--- src/rtl/quad_mem_arb.sv ---
// Round-robin arbiter for two quad requesters that sequences each whole-quad
// access into four single-field quad_mem cycles and reassembles read data.
module quad_mem_arb #(
    parameter int DATA_SZ = 16,
    parameter int ADDR_SZ = 12
) (
    input  logic                   i_clk,
    input  logic                   i_rst,
    input  logic                   i_a_req,
    input  logic                   i_a_wr,
    input  logic [1:0]             i_a_sel,
    input  logic [ADDR_SZ-1:0]     i_a_addr,
    input  logic [4*DATA_SZ-1:0]   i_a_wdata,
    input  logic                   i_b_req,
    input  logic                   i_b_wr,
    input  logic [1:0]             i_b_sel,
    input  logic [ADDR_SZ-1:0]     i_b_addr,
    input  logic [4*DATA_SZ-1:0]   i_b_wdata,
    output logic                   o_a_ack,
    output logic                   o_b_ack,
    output logic                   o_err,
    output logic [4*DATA_SZ-1:0]   o_rdata,
    output logic                   o_busy,
    output logic                   o_mem_cs_ram,
    output logic                   o_mem_cs_rom0,
    output logic                   o_mem_cs_rom1,
    output logic                   o_mem_wr,
    output logic [ADDR_SZ-1:0]     o_mem_addr,
    output logic [1:0]             o_mem_field,
    output logic [DATA_SZ-1:0]     o_mem_data,
    input  logic [DATA_SZ-1:0]     i_mem_data
);

    typedef enum logic [1:0] {IDLE, ISSUE, WAIT, DONE} state_t;

    state_t                 state, state_nx;
    logic [1:0]             f;
    logic                   last;       // 0: A was granted last, 1: B
    logic                   win;        // owner of the operation in progress
    logic                   cmd_wr;
    logic [1:0]             cmd_sel;
    logic [ADDR_SZ-1:0]     cmd_addr;
    logic [4*DATA_SZ-1:0]   cmd_wdata;
    logic [4*DATA_SZ-1:0]   rdata;
    logic                   any_req;
    logic                   grant_b;
    logic                   issue;
    logic                   done;
    logic [1:0]             f_prev;
    logic [DATA_SZ-1:0]     cap;

    assign any_req = i_a_req | i_b_req;
    // B wins when alone, or on a tie when A was served last.
    assign grant_b = i_b_req & (~i_a_req | ~last);

    always_comb begin
        state_nx = state;
        case (state)
            IDLE:    if (any_req) state_nx = ISSUE;
            ISSUE:   if (f == 2'd3) state_nx = cmd_wr ? DONE : WAIT;
            WAIT:    state_nx = DONE;
            DONE:    state_nx = IDLE;
            default: state_nx = IDLE;
        endcase
    end

    always_ff @(posedge i_clk or posedge i_rst) begin
        if (i_rst) begin
            state <= IDLE;
            f     <= 2'd0;
            last  <= 1'b1;
            win   <= 1'b0;
        end else begin
            state <= state_nx;
            if (state == IDLE) begin
                f <= 2'd0;
                if (any_req) begin
                    win  <= grant_b;
                    last <= grant_b;
                end
            end else if (state == ISSUE) begin
                f <= f + 2'd1;
            end
        end
    end

    // Command is only consumed while busy, so it needs no reset.
    always_ff @(posedge i_clk) begin
        if (state == IDLE && any_req) begin
            cmd_wr    <= grant_b ? i_b_wr    : i_a_wr;
            cmd_sel   <= grant_b ? i_b_sel   : i_a_sel;
            cmd_addr  <= grant_b ? i_b_addr  : i_a_addr;
            cmd_wdata <= grant_b ? i_b_wdata : i_a_wdata;
        end
    end

    assign f_prev = f - 2'd1;
    assign cap    = (cmd_sel == 2'd3) ? '0 : i_mem_data;

    // Read data lags the issued field by one cycle; Z lands during WAIT.
    always_ff @(posedge i_clk or posedge i_rst) begin
        if (i_rst) begin
            rdata <= '0;
        end else if (!cmd_wr) begin
            if (state == ISSUE && f != 2'd0)
                rdata[DATA_SZ*f_prev +: DATA_SZ] <= cap;
            else if (state == WAIT)
                rdata[3*DATA_SZ +: DATA_SZ] <= cap;
        end
    end

    assign issue = (state == ISSUE);
    assign done  = (state == DONE);

    assign o_mem_cs_ram  = issue & (cmd_sel == 2'd0);
    assign o_mem_cs_rom0 = issue & (cmd_sel == 2'd1);
    assign o_mem_cs_rom1 = issue & (cmd_sel == 2'd2);
    assign o_mem_wr      = issue & cmd_wr;
    assign o_mem_field   = issue ? f : 2'd0;
    assign o_mem_addr    = issue ? cmd_addr : '0;
    assign o_mem_data    = issue ? cmd_wdata[DATA_SZ*f +: DATA_SZ] : '0;

    assign o_a_ack = done & ~win;
    assign o_b_ack = done & win;
    assign o_err   = done & (cmd_sel == 2'd3);
    assign o_busy  = (state != IDLE);
    assign o_rdata = rdata;

endmodule
--- config.mk ---
export PLATFORM = sky130hd
export DESIGN_NAME = quad_mem_arb
export DESIGN_NICKNAME = d
export VERILOG_FILES = /design/src/rtl/quad_mem_arb.sv
export SDC_FILE = /design/constraint.sdc
export NUM_CORES = 1
export LEC_CHECK = 0
export CAP_MARGIN = 20
export CORE_UTILIZATION = 44
export CTS_CLUSTER_DIAMETER = 200
export DETAILED_ROUTE_END_ITERATION = 6
export PLACE_DENSITY_LB_ADDON = 0.1
export SYNTH_ARGS = -nofsm -noshare
export SYNTH_HDL_FRONTEND = slang
export SYNTH_SLANG_ARGS = --single-unit
--- constraint.sdc ---
create_clock -name i_clk -period 5.6 [get_ports i_clk]
set_input_delay 0.84 -clock i_clk [delete_from_list [all_inputs] [get_ports i_clk]]
set_output_delay 0.84 -clock i_clk [all_outputs]
set_load 0.005 [all_outputs]
# Word-level counts from Yosys, hierarchy flattened
# Index checks and enable logic that the tools add are counted.
[classes]
n_addsub = 3
eq_ne = 9
n_reduce_logical = 12
shifts = 3
muxes = 17
bitwise = 14
[ops]
columns = ["cell", "n"]
rows = [
  ["$bwmux 64", 1],
  ["$mux 16", 4],
  ["$mux 64", 1],
  ["$shift 16x34->64 const A", 1],
  ["$shiftx 16x34->64", 1],
  ["$shiftx 64x7->16", 1],
  ["$neg 6->34", 1],
  ["$mux 12", 2],
  ["$mux 2", 6],
  ["$eq 2x2->1 const B", 5],
  ["$and 1x1->1", 8],
  ["$pmux 2 s4", 1],
  ["$reduce_and 2->1", 4],
  ["$reduce_bool 2->1", 4],
  ["$eq 2x1->1 const B", 2],
  ["$logic_not 2->1", 2],
  ["$not 1->1", 4],
  ["$add 2x1->2 const B", 1],
  ["$logic_and 1x1->1", 2],
  ["$mux 1", 2],
  ["$ne 2x1->1 const B", 1],
  ["$ne 2x2->1 const B", 1],
  ["$or 1x1->1", 2],
  ["$sub 2x1->2 const B", 1],
]
[totals]
word_cells = 68
input_bits = 178
output_inout_bits = 102
regBits = 149

# Longest topological paths before layout
# Gate-level depths: netlist of run 1.
[logic_depth]
depth_word = 5
mapped_depth = 9
mapped_depth_nobuf = 5

# Worst setup path after synthesis of run 1
# No wires, ideal clock.
[synth_path]
kind = "input to register"
from = "input port i_a_req"
to = "register cmd_addr[0], enable pin"
slack_ns = 0.847
t_arrival_ns = 4.233
setup_time_ns = 0.520
cell_stages = 2
required_ns = 5.080
path_buffers = 0
cell_sequence = "nor2_1 -> nor2_1"
[synth_between]
elab_chain_len = 2
[synth_rtl]
columns = ["item", "line", "source"]
rows = [
  ["start, declared", "9", "input logic i_a_req,"],
  ["$or 1x1->1", "52", "assign any_req = i_a_req | i_b_req;"],
  ["$logic_and 1x1->1", "89", "if (state == IDLE && any_req) begin"],
  ["end signal, assigned", "92", "cmd_addr <= grant_b ? i_b_addr : i_a_addr;"],
  ["end, declared", "42", "logic [ADDR_SZ-1:0] cmd_addr;"],
]
# No other way between the ends.
# A chain may end at the register's enable or synchronous reset.

# Worst setup path in the final report of run 1
[layout_path]
from = "register state[1]"
to = "output port o_mem_cs_rom1"
[layout_between]
elab_chain_len = 2
[layout_rtl]
columns = ["item", "line", "source"]
rows = [
  ["start, declared", "36", "state_t state, state_nx;"],
  ["start signal, assigned", "74", "state <= state_nx;"],
  ["$eq 2x1->1", "112", "assign issue = (state == ISSUE);"],
  ["$and 1x1->1", "117", "assign o_mem_cs_rom1 = issue & (cmd_sel == 2'd2);"],
  ["end, declared", "26", "output logic o_mem_cs_rom1,"],
]
# No other way between the ends.

==> impl_metrics.py, run 1 <==
metrics = {
    "min_path": {
        "holdCritStartpoint": "o_rdata[15]$_DFFE_PP0P_",
        "hp-class": "reg -> reg",
    },
    "final_layout": {
        "nets": 966,
        "diodes": 0,
        "drive_gt1_share_pct": 17.8,
        "multi_input_area_um2": 2650,
        "seq_area_um2": 4130,
        "fillers": 1115,
        "syn_to_final_growth_pct": 50.6,
    },
    "detailed_routing": {
        "wl_per_cell_um": 18.7,
        "initialDrtViolationCount": 321,
        "drt_wl_total_um": 18700,
        "drcViolationCount": 0,
        "viasPerCell": 5.11,
        "antenna_left": 0,
        "dr.pass1.iters": 4,
        "vias": 5125,
    },
    "timing": {
        "fin_crit_ns": 3.46,
        "holdWs_ns": 0.490,
        "fin_skew_ns": 0.00998,
        "worst_pin_slew_ns": 1.03,
        "rsz0062_at_grt": "no",
        "slew_headroom_pct": 31.6,
        "setup_viol": 0,
        "drv_slew": 0,
        "max_freq_mhz": 289,
        "period_share_pct": 61.8,
        "hold_violations": 0,
        "fin_tns_setup_ns": 0,
    },
    "cts": {
        "tritoncts": "done",
        "clk_pin_slew_ns": 0.06,
        "cts_made_buffers": 17,
        "postCtsSetupBuffers": 0,
        "cts_sinks": 149,
        "cts-root-buf": "clkbuf_16",
        "cts_resized": 0,
        "clock_path_buffers": 2,
        "clk_latency_ns": 0.42,
        "htreeDepth": 4,
        "cts_hold_buffers": 0,
    },
    "global_routing": {
        "grt_pass1_vias": 5361,
        "grt_pass1_wl_um": 29000,
        "grtUsageMet2_pct": 42.3,
        "top_usage_layer": "met2",
        "grtUsageMet1_pct": 27.0,
        "use_met3_pct": 7.18,
        "grt_max_degree": 81,
        "grt-ovfl-total": 0,
        "grt_usage_pct": 23.8,
        "antenna_found_initial": 0,
    },
    "critical_path": {
        "endpoint_kind": "primary output",
        "cp.arrival_ns": 2.62,
        "r2r_start": "f[1]$_DFFE_PP0P_",
        "timing_worst_setup_path_type": "reg -> out",
        "worstSetupStartpoint": "state[1]$_DFFE_PP0P_",
        "cp_max_fo": 19,
        "cp.required_ns": 4.76,
        "critPathLaunchType": "flop",
    },
    "floorplan": {
        "die_height_um": 128,
        "start_util_pct": 45.7,
        "rows": 45,
        "ios": 280,
        "fp.dieW_um": 128,
        "dieArea_um2": 16500,
        "core_area_um2": 15400,
    },
    "logic_synthesis": {
        "syn_inst": 506,
        "synth_area_leaders": "edfxtp_1 34%, dfrtp_1 25%, mux2_2 13%, o2bb2ai_1 6.0%, mux4_2 5.1%",
        "synth_top_area_share_pct": 33.8,
        "ys_seq_elements": 149,
        "synth_edf_count": 79,
        "syn_nets": 694,
        "post-synth-top-count-cell": "mux2_2",
        "netlist_area_um2": 7020,
        "ys_types": 34,
        "synth_flop_cell": "edfxtp_1",
        "async_reset_ff_share_pct": 47.0,
        "synth_area_leader_cell": "edfxtp_1",
        "yosys_warnings": 0,
        "seq_area_frac_synth_pct": 58.8,
        "synth_commonest_cells": "80 x mux2_2, 79 x edfxtp_1, 69 x dfrtp_1",
        "syn_area_per_cell_um2": 13.9,
    },
    "run_status": {
        "status": "completed",
    },
    "placement": {
        "port_buffers": 279,
        "gp_congestion": 0.777,
        "dp_hpwl_um": 13500,
    },
    "flow_run": {
        "maxCapViolCount": 0,
    },
    "pwr": {
        "vdd_drop_max_uv": 236,
        "power.density_nw_per_um2": 394,
        "p_leak_nw": 3.96,
        "power_mw": 4.17,
    },
}
-- kinds of logic after synthesis --
kind of cell    count (synthesis)  synth area share, %
simple gates                  120                 8.36
xor+xnor                        1                0.125
compound gates                 57                 6.86
buf+inv                        56                 3.69
flops                         149                 58.8
fa+ha+maj                      10                 1.78
mux                           113                 20.4
-- worst max-delay path: stages (launching register included) --
cell and delay [ns]:
dfrtp_1 0.41, inv_1 0.11, ha_1 0.56, buf_8 0.24, inv_2 0.10, nor3b_1 0.23, clkdlybuf4s50_1 0.54
-- path summary, 6_finish.rpt --
path / endpoint / slack (ns) / cells past startpoint
min: o_rdata[15]$_DFFE_PP0P_ / 0.49 / 1
max: o_mem_cs_rom1 / 2.14 / 6
max reg2reg: o_rdata[10]$_DFFE_PP0P_ / 2.84 / 4
min reg2reg: o_rdata[15]$_DFFE_PP0P_ / 0.49 / 1
min in group asynchronous: o_rdata[62]$_DFFE_PP0P_ / 1.00 / 3
max in group asynchronous: o_rdata[39]$_DFFE_PP0P_ / 4.02 / 3
-- where the power goes --
part	leakage, nW	internal (mW)	switching [mW]
clock network	0.295	0.689	0.466
logic	1.99	0.780	0.611
registers	1.68	1.49	0.134
total	3.96	2.96	1.21
-- per-layer routing --
metal / routed length [um] / vias up
li1: - / 2393
met4: 374 / 0
met1: 7160 / 2509
met3: 1420 / 23
met2: 9760 / 200
met5: 0 / -
-- registers in the layout, summed over array words and instances, names as in the netlist --
name and flops:
cmd_addr 12, cmd_sel 2, cmd_wdata 64, cmd_wr 1
f 2, last 1, o_rdata 64, state 2
win 1
-- placed cells by master (no fill, tap or decap), types with 2 or more instances in the layout --
cell	netlist	layout
dfrtp_1	69	69
clkbuf_16	0	18
nor3b_1	2	2
inv_6	0	4
mux4_2	16	16
mux2i_1	17	17
a21oi_1	2	2
nand2_1	66	66
o21ai_0	2	2
nor2b_1	2	2
inv_4	0	4
inv_2	1	2
and2_1	29	29
nand3_1	2	2
clkdlybuf4s50_1	0	279
nand2_2	3	3
inv_1	24	23
and4bb_1	3	3
nor2_1	9	8
edfxtp_1	79	79
mux2_2	80	80
buf_4	2	4
bufinv_16	0	2
ha_1	10	10
o2bb2ai_1	48	48
-- final cells by class --
class | instances | area share [%]
timing repair buffer | 284 | 26.8
multi-input combinational | 301 | 25.1
clock buffer | 19 | 4.30
clock inverter | 13 | 1.34
tap | 211 | 2.50
sequential | 149 | 39.0
inverter | 25 | 0.888
-- stage by stage --
stage | setup slack (ns) | instances | util [%] | area, um^2
global placement | 2.21 | 969 | 64.8 | 9960
detailed placement | 2.19 | 970 | 64.9 | 9970
floorplan | 0.847 | 506 | - | 7020
CTS | 2.07 | 1002 | 68.8 | 10600
finish | 2.14 | 1002 | 68.8 | 10600
global route | 1.89 | 1002 | 68.8 | 10600
(Power assumes the default switching activity.)
==> run 2: changes to the inputs <==
==> constraint.sdc (replaced) <==
create_clock -name i_clk -period 3.3 [get_ports i_clk]
set_input_delay 0.495 -clock i_clk [delete_from_list [all_inputs] [get_ports i_clk]]
set_output_delay 0.495 -clock i_clk [all_outputs]
set_load 0.005 [all_outputs]
==> impl_metrics.py, run 2 (synthesized netlist as in run 1, its figures left out) <==
metrics = {
    "global_routing": {
        "grt_pass1_vias": 5296,
        "antenna_found_initial": 0,
        "grt_pass1_wl_um": 28600,
        "grt-ovfl-total": 0,
        "grt_max_degree": 71,
        "grt_usage_pct": 23.4,
    },
    "detailed_routing": {
        "dr.pass1.iters": 6,
        "viasPerCell": 5.15,
        "drt_wl_total_um": 18600,
        "antenna_left": 0,
        "vias": 5173,
        "wl_per_cell_um": 18.5,
        "initialDrtViolationCount": 337,
        "drcViolationCount": 0,
    },
    "critical_path": {
        "crit_path_top_delay_cell": "clkdlybuf4s50_1",
        "max_stage_delay_ns": 0.53,
        "timing_worst_setup_path_type": "reg -> out",
        "cp_max_fo": 35,
        "worstSetupStartpoint": "state[1]$_DFFE_PP0P_",
        "r2r_start": "cmd_sel[1]$_DFFE_PP_",
        "endpoint_kind": "primary output",
        "critPathLaunchType": "flop",
        "cp.arrival_ns": 2.32,
        "cp.required_ns": 2.80,
        "cp_cell_sequence": "inv_1 -> ha_1 -> buf_4 -> inv_2 -> nor3b_1 -> clkdlybuf4s50_1",
    },
    "timing": {
        "hold_violations": 0,
        "slew_headroom_pct": 38.7,
        "fin_tns_setup_ns": 0,
        "rsz0062_at_grt": "no",
        "fin_skew_ns": 0.0103,
        "max_freq_mhz": 355,
        "drv_slew": 0,
        "timing.final.ws_setup_ns": 0.487,
        "period_share_pct": 85.2,
        "setup_viol": 0,
        "worst_pin_slew_ns": 0.920,
        "fin_crit_ns": 2.81,
    },
    "cts": {
        "cts-root-buf": "clkbuf_16",
        "cts_hold_buffers": 0,
        "clk_latency_ns": 0.42,
        "tritoncts": "done",
        "clock_path_buffers": 2,
        "htreeDepth": 4,
        "cts_sinks": 149,
        "postCtsSetupBuffers": 0,
        "clk_pin_slew_ns": 0.06,
        "cts_resized": 0,
        "cts_made_buffers": 17,
    },
    "placement": {
        "dp_hpwl_um": 13600,
        "port_buffers": 279,
        "place_area_um2": 10000,
        "dpl.cell_count": 974,
        "pre_cts_slack_ns": 0.839,
        "gp_congestion": 0.772,
    },
    "floorplan": {
        "die_height_um": 128,
        "fp.dieW_um": 128,
        "rows": 45,
        "start_util_pct": 45.7,
        "dieArea_um2": 16500,
        "ios": 280,
        "core_area_um2": 15400,
    },
    "run_status": {
        "status": "completed",
    },
    "final_layout": {
        "syn_to_final_growth_pct": 50.5,
        "diodes": 0,
        "final_area_um2": 10600,
        "drive_gt1_share_pct": 18.0,
        "final_cell_mix": "279 x clkdlybuf4s50_1, 80 x mux2_2, 79 x edfxtp_1",
        "fin_cells": 1005,
        "nets": 970,
        "final_common_cell": "clkdlybuf4s50_1",
    },
    "pwr": {
        "p_leak_nw": 3.98,
        "power.density_nw_per_um2": 658,
        "vdd_drop_max_uv": 363,
    },
    "min_path": {
        "hp-class": "in -> async",
    },
    "flow_run": {
        "maxCapViolCount": 0,
    },
}
run 2: changes by cell type in the layout (fill, tap and decap cells not counted), moves of 2 or more:
cell       before  now
clkinv_2        1    5
inv_6           4    0
bufinv_16       2    0
buf_4           4    8
clkbuf_8        0    2
run 2: cell type report:
cell class                 count  area (um^2)
clock inverter                 8         43.8
clock buffer                  23          510
multi-input combinational    301         2650
inverter                      25         93.8
timing repair buffer         288         2870
fill                        1096         4810
tap                          211          264
sequential                   149         4130
run 2: routing by layer:
layer,global-route usage [%],vias to the layer above,share of wire (%),wire length [um]
li1,-,2393,-,-
met1,28.2,2537,39,7280
met2,40.3,215,52,9620
met3,5.76,28,6.7,1250
met4,9.20,0,2.3,429
met5,0,-,0,0
run 2: report_power, final:
group          internal [mW]  total [mW]  switching [mW]
logic                   1.33        2.42            1.09
registers               2.52        2.72           0.197
clock network           1.08        1.80           0.722
run 2: critical path, delay by kind of cell (launching register included):
kind / cells / cell delay [ns]
buffers and inverters: 4 / 1.13
and+or+nand+nor: 1 / 0.22
DFF: 1 / 0.41
adders and majority gates: 1 / 0.15
run 2: path summary, 6_finish.rpt:
check / slack, ns / endpoint / depth (start not counted)
setup / recovery: 0.49 / o_mem_cs_rom1 / 6
hold / removal: 0.48 / o_rdata[59]$_DFFE_PP0P_ / 3
setup reg to reg: 0.96 / o_rdata[8]$_DFFE_PP0P_ / 3
hold reg to reg: 0.48 / o_rdata[10]$_DFFE_PP0P_ / 1
max in group asynchronous: 2.48 / last$_DFFE_PP1P_ / 3
min in group i_clk: 0.48 / o_rdata[10]$_DFFE_PP0P_ / 1
run 2: through the flow:
step	total power, mW	utilization (%)	hold slack [ns]
after floorplan	4.02	-	0.479
after global placement	5.12	65.1	0.471
after detailed placement	5.20	65.1	0.473
after CTS	7.01	68.7	0.491
after global routing	7.30	68.7	0.499
final	6.95	68.7	0.480
==> run 3: changes to the inputs <==
--- a/config.mk
+++ b/config.mk
@@ -9,6 +9,7 @@
 export CORE_UTILIZATION = 44
 export CTS_CLUSTER_DIAMETER = 200
 export DETAILED_ROUTE_END_ITERATION = 6
+export GPL_TIMING_DRIVEN = 0
 export PLACE_DENSITY_LB_ADDON = 0.1
 export SYNTH_ARGS = -nofsm -noshare
 export SYNTH_HDL_FRONTEND = slang
==> impl_metrics.py, run 3 (synthesized netlist as in run 1, its figures left out) <==
metrics = {
    "timing": {
        "worst_pin_slew_ns": 0.808,
        "rsz0062_at_grt": "no",
        "period_share_pct": 88.5,
        "drv_slew": 0,
        "max_freq_mhz": 342,
        "hold_violations": 0,
        "setup_viol": 0,
        "fin_skew_ns": 0.00599,
        "fin_crit_ns": 2.92,
        "slew_headroom_pct": 46.0,
    },
    "cts": {
        "clk_latency_ns": 0.42,
        "clock_path_buffers": 2,
        "postCtsSetupBuffers": 0,
        "cts_made_buffers": 17,
        "htreeDepth": 4,
        "clk_pin_slew_ns": 0.06,
        "cts_sinks": 149,
        "tritoncts": "done",
        "cts_hold_buffers": 0,
        "cts_resized": 0,
        "cts-root-buf": "clkbuf_16",
    },
    "final_layout": {
        "multi_input_area_um2": 2640,
        "seq_area_um2": 4130,
        "fillers": 1116,
        "fin_cells": 1030,
        "final_common_cell": "clkdlybuf4s50_1",
        "diodes": 0,
        "final_cell_mix": "279 x clkdlybuf4s50_1, 80 x mux2_2, 79 x edfxtp_1",
        "nets": 995,
        "syn_to_final_growth_pct": 53.6,
        "drive_gt1_share_pct": 19.5,
    },
    "global_routing": {
        "grt_pass1_vias": 5520,
        "grt_max_degree": 43,
        "antenna_found_initial": 0,
        "grt-ovfl-total": 0,
        "grt_usage_pct": 23.6,
        "grt_pass1_wl_um": 28600,
    },
    "detailed_routing": {
        "antenna_left": 0,
        "initialDrtViolationCount": 244,
        "wl_per_cell_um": 18.2,
        "drcViolationCount": 0,
        "vias": 5256,
        "drt_wl_total_um": 18800,
        "viasPerCell": 5.10,
        "dr.pass1.iters": 5,
    },
    "floorplan": {
        "dieArea_um2": 16500,
        "die_height_um": 128,
        "fp.dieW_um": 128,
        "start_util_pct": 45.7,
        "ios": 280,
        "core_area_um2": 15400,
        "rows": 45,
    },
    "pwr": {
        "power_mw": 7.22,
        "power.density_nw_per_um2": 670,
        "p_leak_nw": 4.10,
        "vdd_drop_max_uv": 470,
    },
    "critical_path": {
        "cp.arrival_ns": 2.43,
        "cp.required_ns": 2.80,
        "cp_max_fo": 10,
        "crit_path_top_delay_cell": "clkdlybuf4s50_1",
        "reg2reg_slack_ns": 0.78,
        "critPathLaunchType": "flop",
        "timing_worst_setup_path_type": "reg -> out",
        "r2r_start": "f[1]$_DFFE_PP0P_",
        "reg2reg_to": "o_rdata[38]$_DFFE_PP0P_",
        "max_stage_delay_ns": 0.52,
        "ff2ff_path_depth": 8,
        "endpoint_kind": "primary output",
        "cp_cell_sequence": "inv_1 -> ha_1 -> clkbuf_1 -> and2_1 -> clkdlybuf4s50_1",
    },
    "flow_run": {
        "maxCapViolCount": 0,
    },
    "placement": {
        "dpl.cell_count": 999,
        "dp_hpwl_um": 14200,
        "port_buffers": 279,
        "gp_congestion": 0.778,
    },
    "min_path": {
        "hp-class": "in -> async",
    },
    "run_status": {
        "status": "completed",
    },
}
[run 3: cell types whose count changed in the layout (fill, tap and decap cells not counted), sizes merged]
cell,delta
buf,+19
clkbuf,+9
inv,-3
bufinv,+1
clkinv,-1
[run 3: worst max-delay path by stage]
| stage | endpoint | startpoint | cells after the start | slack [ns] |
|---|---|---|---|---|
| global route | o_mem_addr[2] | state[1]$_DFFE_PP0P_ | 5 | 0.25 |
| floorplan | cmd_addr[0]$_DFFE_PP_ | state[0]$_DFFE_PP0P_ | 4 | 0.82 |
| finish | o_mem_addr[7] | state[1]$_DFFE_PP0P_ | 5 | 0.38 |
| global placement | o_rdata[21]$_DFFE_PP0P_ | i_rst | 2 | -0.007 |
| detailed placement | cmd_wdata[55]$_DFFE_PP_ | i_a_req | 5 | 0.75 |
| CTS | o_mem_data[14] | f[1]$_DFFE_PP0P_ | 5 | 0.35 |
[run 3: routing by layer]
metal  track usage [%]  vias up  part of all wire [%]
met5                 0        -                     0
met3              5.88       30                   6.6
met2              42.3      209                    53
li1                  -     2446                     -
met4              9.13        0                   2.1
met1              27.0     2571                    39
[run 3: power by group]
part,internal (mW),switching (mW)
clock,1.28,0.725
sequential,2.52,0.184
combinational,1.40,1.12
total,5.19,2.03
[run 3: final cells by class]
cell class                      count  share of cell area, %
Clock inverter                      5                  0.499
Buffer                             31                   1.53
Timing Repair Buffer              282                   26.5
Tap cell                          211                   2.45
Inverter                           25                  0.871
Clock buffer                       26                   5.34
Multi-Input combinational cell    301                   24.5
Sequential cell                   149                   38.3
[run 3: critical path: cells and delay by family (launching register included)]
family | cells | cell delay [ns]
buffers and inverters | 3 | 1.08
DFF | 1 | 0.41
adders and majority gates | 1 | 0.31
and+or+nand+nor | 1 | 0.20
[run 3: metrics by stage]
stage / setup TNS, ns / worst slack [ns] / util (%) / hold slack, ns / area, um^2
floorplan: 0 / 0.822 / - / 0.479 / 7030
global placement: -0.224 / -0.00702 / 65.6 / 0.470 / 10100
detailed placement: 0 / 0.749 / 66.0 / 0.477 / 10100
CTS: 0 / 0.352 / 70.1 / 0.489 / 10800
global route: 0 / 0.251 / 70.1 / 0.503 / 10800
finish: 0 / 0.379 / 70.1 / 0.468 / 10800
